## config.mk

```make
export PLATFORM = sky130hd
export DESIGN_NAME = hist_cdf_reader
export DESIGN_NICKNAME = d
export VERILOG_FILES = /design/src/rtl/hist_cdf_reader.sv
export SDC_FILE = /design/constraint.sdc
export NUM_CORES = 1
export LEC_CHECK = 0
export ABC_AREA = 1
export BUFFER_PORTS_ARGS = -buffer_cell sky130_fd_sc_hd__buf_2
export CAP_MARGIN = 10
export CELL_PAD_IN_SITES_DETAIL_PLACEMENT = 1
export CELL_PAD_IN_SITES_GLOBAL_PLACEMENT = 1
export CORE_UTILIZATION = 43
export CTS_CLUSTER_SIZE = 10
export DETAILED_ROUTE_END_ITERATION = 7
export GPL_TIMING_DRIVEN = 1
export PLACE_DENSITY = 0.78
export SLEW_MARGIN = 5
export SYNTH_ARGS = -nofsm -noshare
export SYNTH_HDL_FRONTEND = slang
export SYNTH_SLANG_ARGS = --single-unit
```

## constraint.sdc

```tcl
create_clock -name clk -period 2.7 [get_ports clk]
set_input_delay 0.27 -clock clk [delete_from_list [all_inputs] [get_ports clk]]
set_output_delay 0.27 -clock clk [all_outputs]
set_load 0.05 [all_outputs]
```

## src/rtl/hist_cdf_reader.sv

```systemverilog
// hist_cdf_reader: reads histogram bins in order, streams the running CDF and flags a total mismatch.
module hist_cdf_reader #(
  parameter int NBINS  = 8,
  parameter int ADDR_W = 6,
  parameter int DATA_W = 32
) (
  input  logic              clk,
  input  logic              rst,
  input  logic              start,
  input  logic [6:0]        dim,
  input  logic [DATA_W-1:0] hist_datain,
  output logic [ADDR_W-1:0] addr_hist,
  output logic              out_valid,
  input  logic              out_ready,
  output logic [ADDR_W-1:0] out_bin,
  output logic [DATA_W-1:0] out_cdf,
  output logic              busy,
  output logic              done,
  output logic              mismatch
);
  typedef enum logic [2:0] {IDLE, FETCH, READ, EMIT, DONE} state_t;
  localparam logic [ADDR_W-1:0] LAST = ADDR_W'(NBINS - 1);
  state_t state_q, state_d;
  logic [ADDR_W-1:0] bin_q, bin_d, addr_q, addr_d, obin_q, obin_d;
  logic [DATA_W-1:0] cdf_q, cdf_d, total_q, total_d, ocdf_q, ocdf_d;
  logic valid_q, valid_d, done_q, done_d, mism_q, mism_d;
  logic [13:0] sq;
  assign sq = 14'(dim) * 14'(dim);
  always_comb begin
    state_d = state_q;
    bin_d   = bin_q;
    addr_d  = addr_q;
    obin_d  = obin_q;
    cdf_d   = cdf_q;
    total_d = total_q;
    ocdf_d  = ocdf_q;
    valid_d = valid_q;
    done_d  = done_q;
    mism_d  = mism_q;
    case (state_q)
      IDLE: if (start) begin
        state_d = FETCH;
        cdf_d   = '0;
        bin_d   = '0;
        addr_d  = '0;
        mism_d  = 1'b0;
        total_d = DATA_W'(sq);
      end
      FETCH: state_d = READ;
      READ: begin
        cdf_d   = cdf_q + hist_datain;
        ocdf_d  = cdf_q + hist_datain;
        obin_d  = bin_q;
        valid_d = 1'b1;
        state_d = EMIT;
      end
      EMIT: if (out_ready) begin
        valid_d = 1'b0;
        if (bin_q == LAST) begin
          state_d = DONE;
          done_d  = 1'b1;
          mism_d  = cdf_q != total_q;
        end else begin
          bin_d   = bin_q + 1'b1;
          addr_d  = bin_q + 1'b1;
          state_d = FETCH;
        end
      end
      DONE: begin
        done_d  = 1'b0;
        addr_d  = '0;
        state_d = IDLE;
      end
      default: state_d = IDLE;
    endcase
  end
  always_ff @(posedge clk or negedge rst) begin
    if (!rst) begin
      state_q <= IDLE;
      bin_q   <= '0;
      addr_q  <= '0;
      obin_q  <= '0;
      cdf_q   <= '0;
      total_q <= '0;
      ocdf_q  <= '0;
      valid_q <= 1'b0;
      done_q  <= 1'b0;
      mism_q  <= 1'b0;
    end else begin
      state_q <= state_d;
      bin_q   <= bin_d;
      addr_q  <= addr_d;
      obin_q  <= obin_d;
      cdf_q   <= cdf_d;
      total_q <= total_d;
      ocdf_q  <= ocdf_d;
      valid_q <= valid_d;
      done_q  <= done_d;
      mism_q  <= mism_d;
    end
  end
  assign addr_hist = addr_q;
  assign out_valid = valid_q;
  assign out_bin   = obin_q;
  assign out_cdf   = ocdf_q;
  assign busy      = state_q != IDLE;
  assign done      = done_q;
  assign mismatch  = mism_q;
endmodule

```

# Word level (Yosys, flattened, before mapping)
# Index checks and enable logic that the tools add are counted.
# totals
regBits,102
input_bits,43
wordCells,58
# op_classes
add_sub_neg,2
mul,1
n_eq_ne,10
n_mux,20
n_reduce_logical,15
# op_table
cell,n
$pmux 32 s2,1
$add 32x32->32,1
$mux 32,1
$ne 32x14->1,1
$mux 6,3
$pmux 6 s3,1
$mul 7x7->14,1
$pmux 3 s4,1
$pmux 6 s2,1
$reduce_and 4->1,3
$mux 3,3
$ne 2x2->1 const B,4
$reduce_and 2->1,4
$reduce_bool 2->1,4
$add 6x1->6 const B,1
$eq 3x2->1 const B,2
$eq 6x3->1 const B,1
$mux 1,6
$pmux 1 s2,3
$reduce_bool 3->1,2
$eq 3x1->1 const B,1
$eq 3x3->1 const B,1
$logic_not 3->1,1
$reduce_and 3->1,1

# Depth between registers and ports, before layout
# Gate-level depths: netlist of run 1.
# depth
depth_word,4
depth_mapped,20
mapped_depth_nobuf,19

# Worst setup path before layout of run 1
# No wires, ideal clock.
# synth_path
path_kind,input-to-reg
start,input port dim[5]
end,register total_q[7]
setup_ps,122
arrival_ps,3789
path_slack_ps,-1210
stages,17
path_buffers,1
cell_sequence,clkbuf_1 > nand2_1 > xor2_1 > ha_1 > inv_1 > fa_1 > inv_1 > fa_1 > inv_1 > fa_1 > inv_1 > ha_1 > a21oi_1 > o21ai_0 > a21oi_1 > xor2_1 > o21ai_1
# synth_via
elab_chain_len,1
# synth_lines
item,line_no,source
"start, declared",10,"input logic [6:0] dim,"
$mul 7x7->14,28,assign sq = 14'(dim) * 14'(dim);
"end signal, assigned",95,total_q <= total_d;
"end, declared",25,"logic [DATA_W-1:0] cdf_q, cdf_d, total_q, total_d, ocdf_q, ocdf_d;"
# Every way passes these cells.
# A chain may end at the register's enable or synchronous reset.

# Worst setup path after layout of run 1
# layout_path
start,input port dim[0]
end,register total_q[9]
# The elaborated chain is that of the path after synthesis.

==> impl_metrics.ini, run 1 <==
[status]
status = finished, violations left
violations = negative setup slack

[logic_synthesis]
syn_inst = 1111
synth_edf_count = 0
synthMuxAreaShare_pct = 0
synthXorXnorAreaFrac_pct = 2.19
synth_top_family_by_area = simple AND/OR/NAND/NOR gates
synthSimpleGateAreaFrac_pct = 31.0
synth_compound_area_share_pct = 9.35
synth_seq_cells = 101
ys.flop_type = dfrtp_1
synthAdderAreaFrac_pct = 13.3
syn_avg_cell_area_um2 = 6.83
yosysWarnings = 0
ys_seq_area_share_pct = 33.3
netlist-cell-type-count = 38
synth_nets = 1226
netlist_area_mm2 = 0.00758
async_reset_ff_share_pct = 100

[clocking]
cts_tree = done
cts_buffers = 9
htree_levels = 3
insertion_delay_ps = 360
clk_pin_slew_ps = 80
clk_path_buf_depth = 2
cts_root_buf = clkbuf_16
clock_sinks = 101

[placed_design]
place_congestion = 0.881
place_hpwl_mm = 19.2
pre_cts_slack_ps = -924
placed_cell_area_mm2 = 0.00865
port-buffer-count = 90

[setup_path]
ff2ff_path_depth = 12
worstSetupStartpoint = dim[0]
r2r_start = cdf_q[0]
required_ps = 2940
startpoint_type = input pin
cp_max_fo = 4
critPathTopFamily = adder cells
cp-end-kind = flop
cpPeakStageDelay_ps = 500
worst-path-stages = 18
cpMostUsedCell = fa_1
crit_chain = buf_8, nand2_4, xor2_1, ha_1, inv_2, fa_1, inv_1, fa_1, inv_1, fa_1, inv_2, ha_4, a21oi_4, o21bai_1, a31oi_1, nand2_1, nand2_1, o21ai_1
path_class = input pin to flop
critPathBufInv = 5
slowest_stage = fa_1
arrival_ps = 3460

[drt]
drc_errors = 0
num_vias = 7544
initialDrtViolationCount = 323
avgRoutedWirePerCell_um = 16.5
routed_wl_mm = 24.3
via_per_inst = 5.11
detail_route.first_pass.iterations = 4
ant_nets = 0

[power]
internal_power_uw = 5040
p_per_area_mw_per_mm2 = 1170
p_sw_share_pct = 53.9
ir_drop_v = 0.000716
p_switching_uw = 5900
power_frac_clock_pct = 12.6
power_leakage_uw = 0.00540
pwr-share-seq_pct = 24.4
p_comb_share_pct = 63.0

[grt]
grt_pass1_vias = 7829
grt_pass1_wl_mm = 39.6
antenna_found_initial = 0
grt.overflow.total = 0
grt.total_usage_pct = 28.2
grt_max_degree = 102

[die]
die-area_mm2 = 0.0182
die_w_um = 135
num_rows = 48
ios = 91
core_area_mm2 = 0.0172
start_util_pct = 44.0
die_h_um = 135

[cells_and_area]
fin_area_mm2 = 0.00934
nNetsFinal = 1362
antennaDiodeCount = 0
syn_to_final_growth_pct = 23.1
drive_gt1_share_pct = 18.1

[hold_path]
min-delay-start = out_ready
min_path_type = input pin to flop
whs_path_depth = 4

[timing]
skew_ps = 9.06
rsz0062_at_grt = true
hold_violations = 0
worst_pin_slew_ps = 661
fin_setup_tns_ps = -3360
period_share_pct = 119
fmax_ghz = 0.311
fin_ws_ps = -519
slew_violations = 0
setup_viol = 9
relSlewSlack_pct = 55.9
period_minus_slack_ps = 3220

[job]
cap_violations = 0
[cell type report]
class / count / area, um2
Tap cell: 225 / 282
Multi-Input combinational cell: 797 / 4550
Clock buffer: 9 / 225
Timing Repair Buffer: 141 / 915
Inverter: 197 / 749
Sequential cell: 101 / 2530
Fill cell: 2270 / 7900
Clock inverter: 7 / 92.6
[layer usage]
| metal | vias to the layer above | track usage, % | share of wire (%) |
|---|---|---|---|
| met1 | 3650 | 36.9 | 46 |
| met4 | 0 | 8.55 | 2.0 |
| met3 | 29 | 3.72 | 2.7 |
| met2 | 113 | 48.5 | 50 |
| met5 | - | 0 | 0 |
| li1 | 3752 | - | - |
[synthesized netlist by cell type (5+ instances only)]
library cell / instances / area share [%]
dfrtp_1: 101 / 33
xnor2_1: 10 / 1.2
nor3_1: 10 / 0.66
ha_1: 58 / 9.6
o21ai_0: 29 / 1.9
nor2_1: 56 / 2.8
nand2_1: 414 / 20
nand4_1: 16 / 1.3
a31oi_1: 5 / 0.41
inv_2: 8 / 0.40
clkbuf_1: 5 / 0.25
a21oi_1: 42 / 2.8
nand3_1: 60 / 4.0
o21bai_1: 5 / 0.49
inv_1: 188 / 9.3
xor2_1: 9 / 1.0
buf_2: 8 / 0.53
o21ai_1: 42 / 2.8
fa_1: 14 / 3.7
[final timing paths]
kind	end	slack, ps
min	state_q[1]	250
min in group asynchronous	cdf_q[29]	500
min reg2reg	out_cdf[14]	480
max in group asynchronous	cdf_q[3]	1750
max	total_q[9]	-520
max reg2reg	cdf_q[24]	250
[worst register-to-register path, delay by kind of cell (launching register included)]
| kind | cells | cell delay, ps |
|---|---|---|
| adder cells (fa/ha/maj) | 2 | 760 |
| AND/OR/NAND/NOR | 10 | 1160 |
| flip-flops | 1 | 420 |
[kinds of logic after synthesis]
logic type                 after synthesis
xor gates and xnor gates                19
AOI/OAI and AO/OA                      133
buffers and inverters                  213
adders and majority gates               72
and+or+nand+nor                        573
DFF                                    101
[state kept, by name, summed over array words and instances (netlist names)]
register	count
cdf_q	32
out_cdf	32
total_q	13
addr_hist	6
bin_q	6
out_bin	6
state_q	3
done	1
mismatch	1
out_valid	1
[timing repair]
action	CTS	global route
buffers inserted	5	1
resized for setup	53	15
endpoints found under the hold margin	10	0
pin swaps	33	14
setup endpoints to repair	9	9
hold buffers	1	0
[power by group through the flow]
stage	sequential, uW	clock, uW	combinational (uW)
final	2670	1380	6900
after CTS	2660	1400	6810
after global placement	2660	0	6350
after detailed placement	2690	0	6530
after global routing	2740	1450	7630
after floorplan	3540	0	3750
[placed cells by master (no fill, tap or decap), drive strengths merged, types with 2 or more instances in the layout]
| cell type | Yosys | routed |
|---|---|---|
| o31ai | 2 | 2 |
| o21ai | 72 | 72 |
| clkinv | 0 | 2 |
| nor3 | 10 | 10 |
| nand3b | 3 | 3 |
| nor2 | 60 | 60 |
| buf | 11 | 140 |
| a21oi | 42 | 42 |
| nand2 | 418 | 418 |
| nand4 | 16 | 16 |
| clkbuf | 5 | 9 |
| ha | 58 | 58 |
| a31oi | 5 | 5 |
| o22ai | 3 | 3 |
| xor2 | 9 | 9 |
| inv | 197 | 200 |
| dfrtp | 101 | 101 |
| fa | 14 | 14 |
| o21bai | 5 | 5 |
| xnor2 | 10 | 10 |
| and2 | 2 | 2 |
| nor4 | 3 | 3 |
| nand3 | 60 | 60 |
[stage by stage]
stage / hold WS [ps] / power (uW) / util [%] / instances
after floorplan: -25.6 / 7290 / - / 1111
after global placement: 381 / 9010 / 50.2 / 1454
after detailed placement: 384 / 9220 / 50.2 / 1454
after CTS: 231 / 10900 / 53.7 / 1476
after global routing: 244 / 11800 / 54.2 / 1477
final: 246 / 10900 / 54.2 / 1477
(Power assumes the default switching activity.)
==> run 2: changes to the inputs <==
GPL_ROUTABILITY_DRIVEN = 0   (was default)
REMOVE_ABC_BUFFERS = 1   (was default)
==> run 2 against run 1 <==
  * Critical endpoint is now total_q[10]
  * Cell count shrank 0.27%
  * Wire length grew 7.8%
  * Combinational power grew 2%
  * Clock power up 6%
  * Highest routed layer unchanged
  * Largest cell class unchanged
  * Maximum frequency decreased by 5.9%
  * Flip-flop and latch count stayed put
  * First-iteration DRC count increased by 8.4%
  * Via count up 2.3%
  * The flow still finishes with violations (negative setup slack)
==> impl_metrics.ini, run 2 (synthesis gave the netlist of run 1 again) <==
[cells_and_area]
final_cells = 1473
fin_area_mm2 = 0.00942
final_common_cell = nand2_1
drive_gt1_share_pct = 18.9
antennaDiodeCount = 0
syn_to_final_growth_pct = 24.2
fillers = 2264
layout_common_cells = nand2_1 (402), inv_1 (175), dfrtp_1 (101), buf_2 (83), nand3_1 (55)
fin_util_pct = 54.7
nNetsFinal = 1358

[placed_design]
pre_cts_slack_ps = -1260
port-buffer-count = 90
numPlacedInstances = 1448
placed_cell_area_mm2 = 0.00854
place_hpwl_mm = 18.5

[grt]
grt.overflow.total = 0
grt_pass1_wl_mm = 40.0
grt_pass1_vias = 8086
antenna_found_initial = 0
grt.total_usage_pct = 28.3
grt_max_degree = 75

[setup_path]
path_class = input pin to flop
startpoint_type = input pin
cpMostUsedCell = nand2_1
required_ps = 2920
r2r_start = state_q[2]
cp-end-kind = flop
ff2ff_path_depth = 11
r2r_slack_ps = 210
cpPeakStageDelay_ps = 700
slowest_stage = fa_1
cp_max_fo = 4
r2r_end = cdf_q[11]
crit_chain = buf_6, buf_6, buf_4, nand2_1, inv_1, ha_1, xnor2_1, xor2_1, fa_1, inv_2, ha_4, ha_2, inv_1, o21ai_1, buf_4, a21oi_2, nand2_1, nand2_1, nand3_1, o21ai_1
arrival_ps = 3640

[die]
die-area_mm2 = 0.0182
die_w_um = 135
num_rows = 48
die_h_um = 135
ios = 91
core_area_mm2 = 0.0172
start_util_pct = 44.0

[clocking]
clk_path_buf_depth = 2
cts_buffers = 9
clock_sinks = 101
cts_root_buf = clkbuf_16
htree_levels = 3
cts_tree = done
clk_pin_slew_ps = 80
insertion_delay_ps = 360

[drt]
initialDrtViolationCount = 350
via_per_inst = 5.24
num_vias = 7717
drc_errors = 0
detail_route.first_pass.iterations = 5
routed_wl_mm = 26.2
met3_length_um = 682
avgRoutedWirePerCell_um = 17.8
wl_met1_mm = 11.3
ant_nets = 0
wl_met2_mm = 13.3
highest_layer = met4

[power]
p_per_area_mw_per_mm2 = 1180
power_leakage_uw = 0.00541
ir_drop_v = 0.000656

[hold_path]
min-delay-start = out_ready
whs_path_depth = 4
min_to = state_q[1]
min_path_type = input pin to flop

[timing]
slew_violations = 0
rsz0062_at_grt = true
hold_violations = 0
fin_setup_tns_ps = -4960
period_minus_slack_ps = 3420
period_share_pct = 127
skew_ps = 15.3
worst_pin_slew_ps = 673
fmax_ghz = 0.292
fin_ws_ps = -720
relSlewSlack_pct = 55.1
setup_viol = 9

[status]
status = finished, violations left
violations = negative setup slack

[job]
cap_violations = 0
-- run 2: changes by cell type in the layout (fill, tap and decap cells not counted), sizes merged --
cell      before  now
inv          200  199
clkinvlp       1    0
buf          140  136
clkinv         2    4
-- run 2: final cells by class --
cell class                      instances  area, um2  share of cell area [%]
Clock buffer                            9        225                    2.39
Clock inverter                          7        103                    1.09
Inverter                              197        749                    7.96
Multi-Input combinational cell        797       4610                    48.9
Sequential cell                       101       2530                    26.8
Tap cell                              225        282                    2.99
Timing Repair Buffer                  137        923                    9.80
-- run 2: per-stage QoR --
stage	power [uW]	hold slack (ps)
floorplan	7100	-25.6
global placement	8860	218
detailed placement	9070	226
CTS	10900	225
global route	12000	267
finish	11100	252
-- run 2: repair_timing --
action / in CTS / in global routing
cloned: 0 / 0
endpoints found under the setup margin: 9 / 9
hold buffers: 1 / 0
hold endpoints to repair: 27 / 0
pin swaps: 36 / 18
buffers inserted: 2 / 7
gates resized for setup: 75 / 33
-- run 2: routing by layer --
metal / vias up / global-route usage, %
li1: 3741 / -
met1: 3772 / 34.8
met2: 150 / 50.2
met3: 54 / 3.87
met4: 0 / 10.5
met5: - / 0
-- run 2: worst max-delay path by stage --
stage | startpoint | end
floorplan | dim[0] | total_q[7]
global placement | dim[0] | total_q[7]
detailed placement | dim[0] | total_q[7]
CTS | dim[6] | total_q[13]
global route | dim[3] | total_q[13]
finish | dim[3] | total_q[10]
-- run 2: worst max-delay path: cells and delay by family --
family,cells,cell delay (ps)
adder cells (fa/ha/maj),4,1540
AND/OR/NAND/NOR,4,320
XOR/XNOR,2,450
AO/OA/AOI/OAI,3,290
buffers and inverters,7,740
-- run 2: where the power goes --
group	total [uW]	leakage [uW]	switching (uW)	internal [uW]
sequential	2630	0.00128	466	2160
combinational	7010	0.00398	4850	2160
clock	1460	0.000159	704	754
total	11100	0.00541	6020	5070
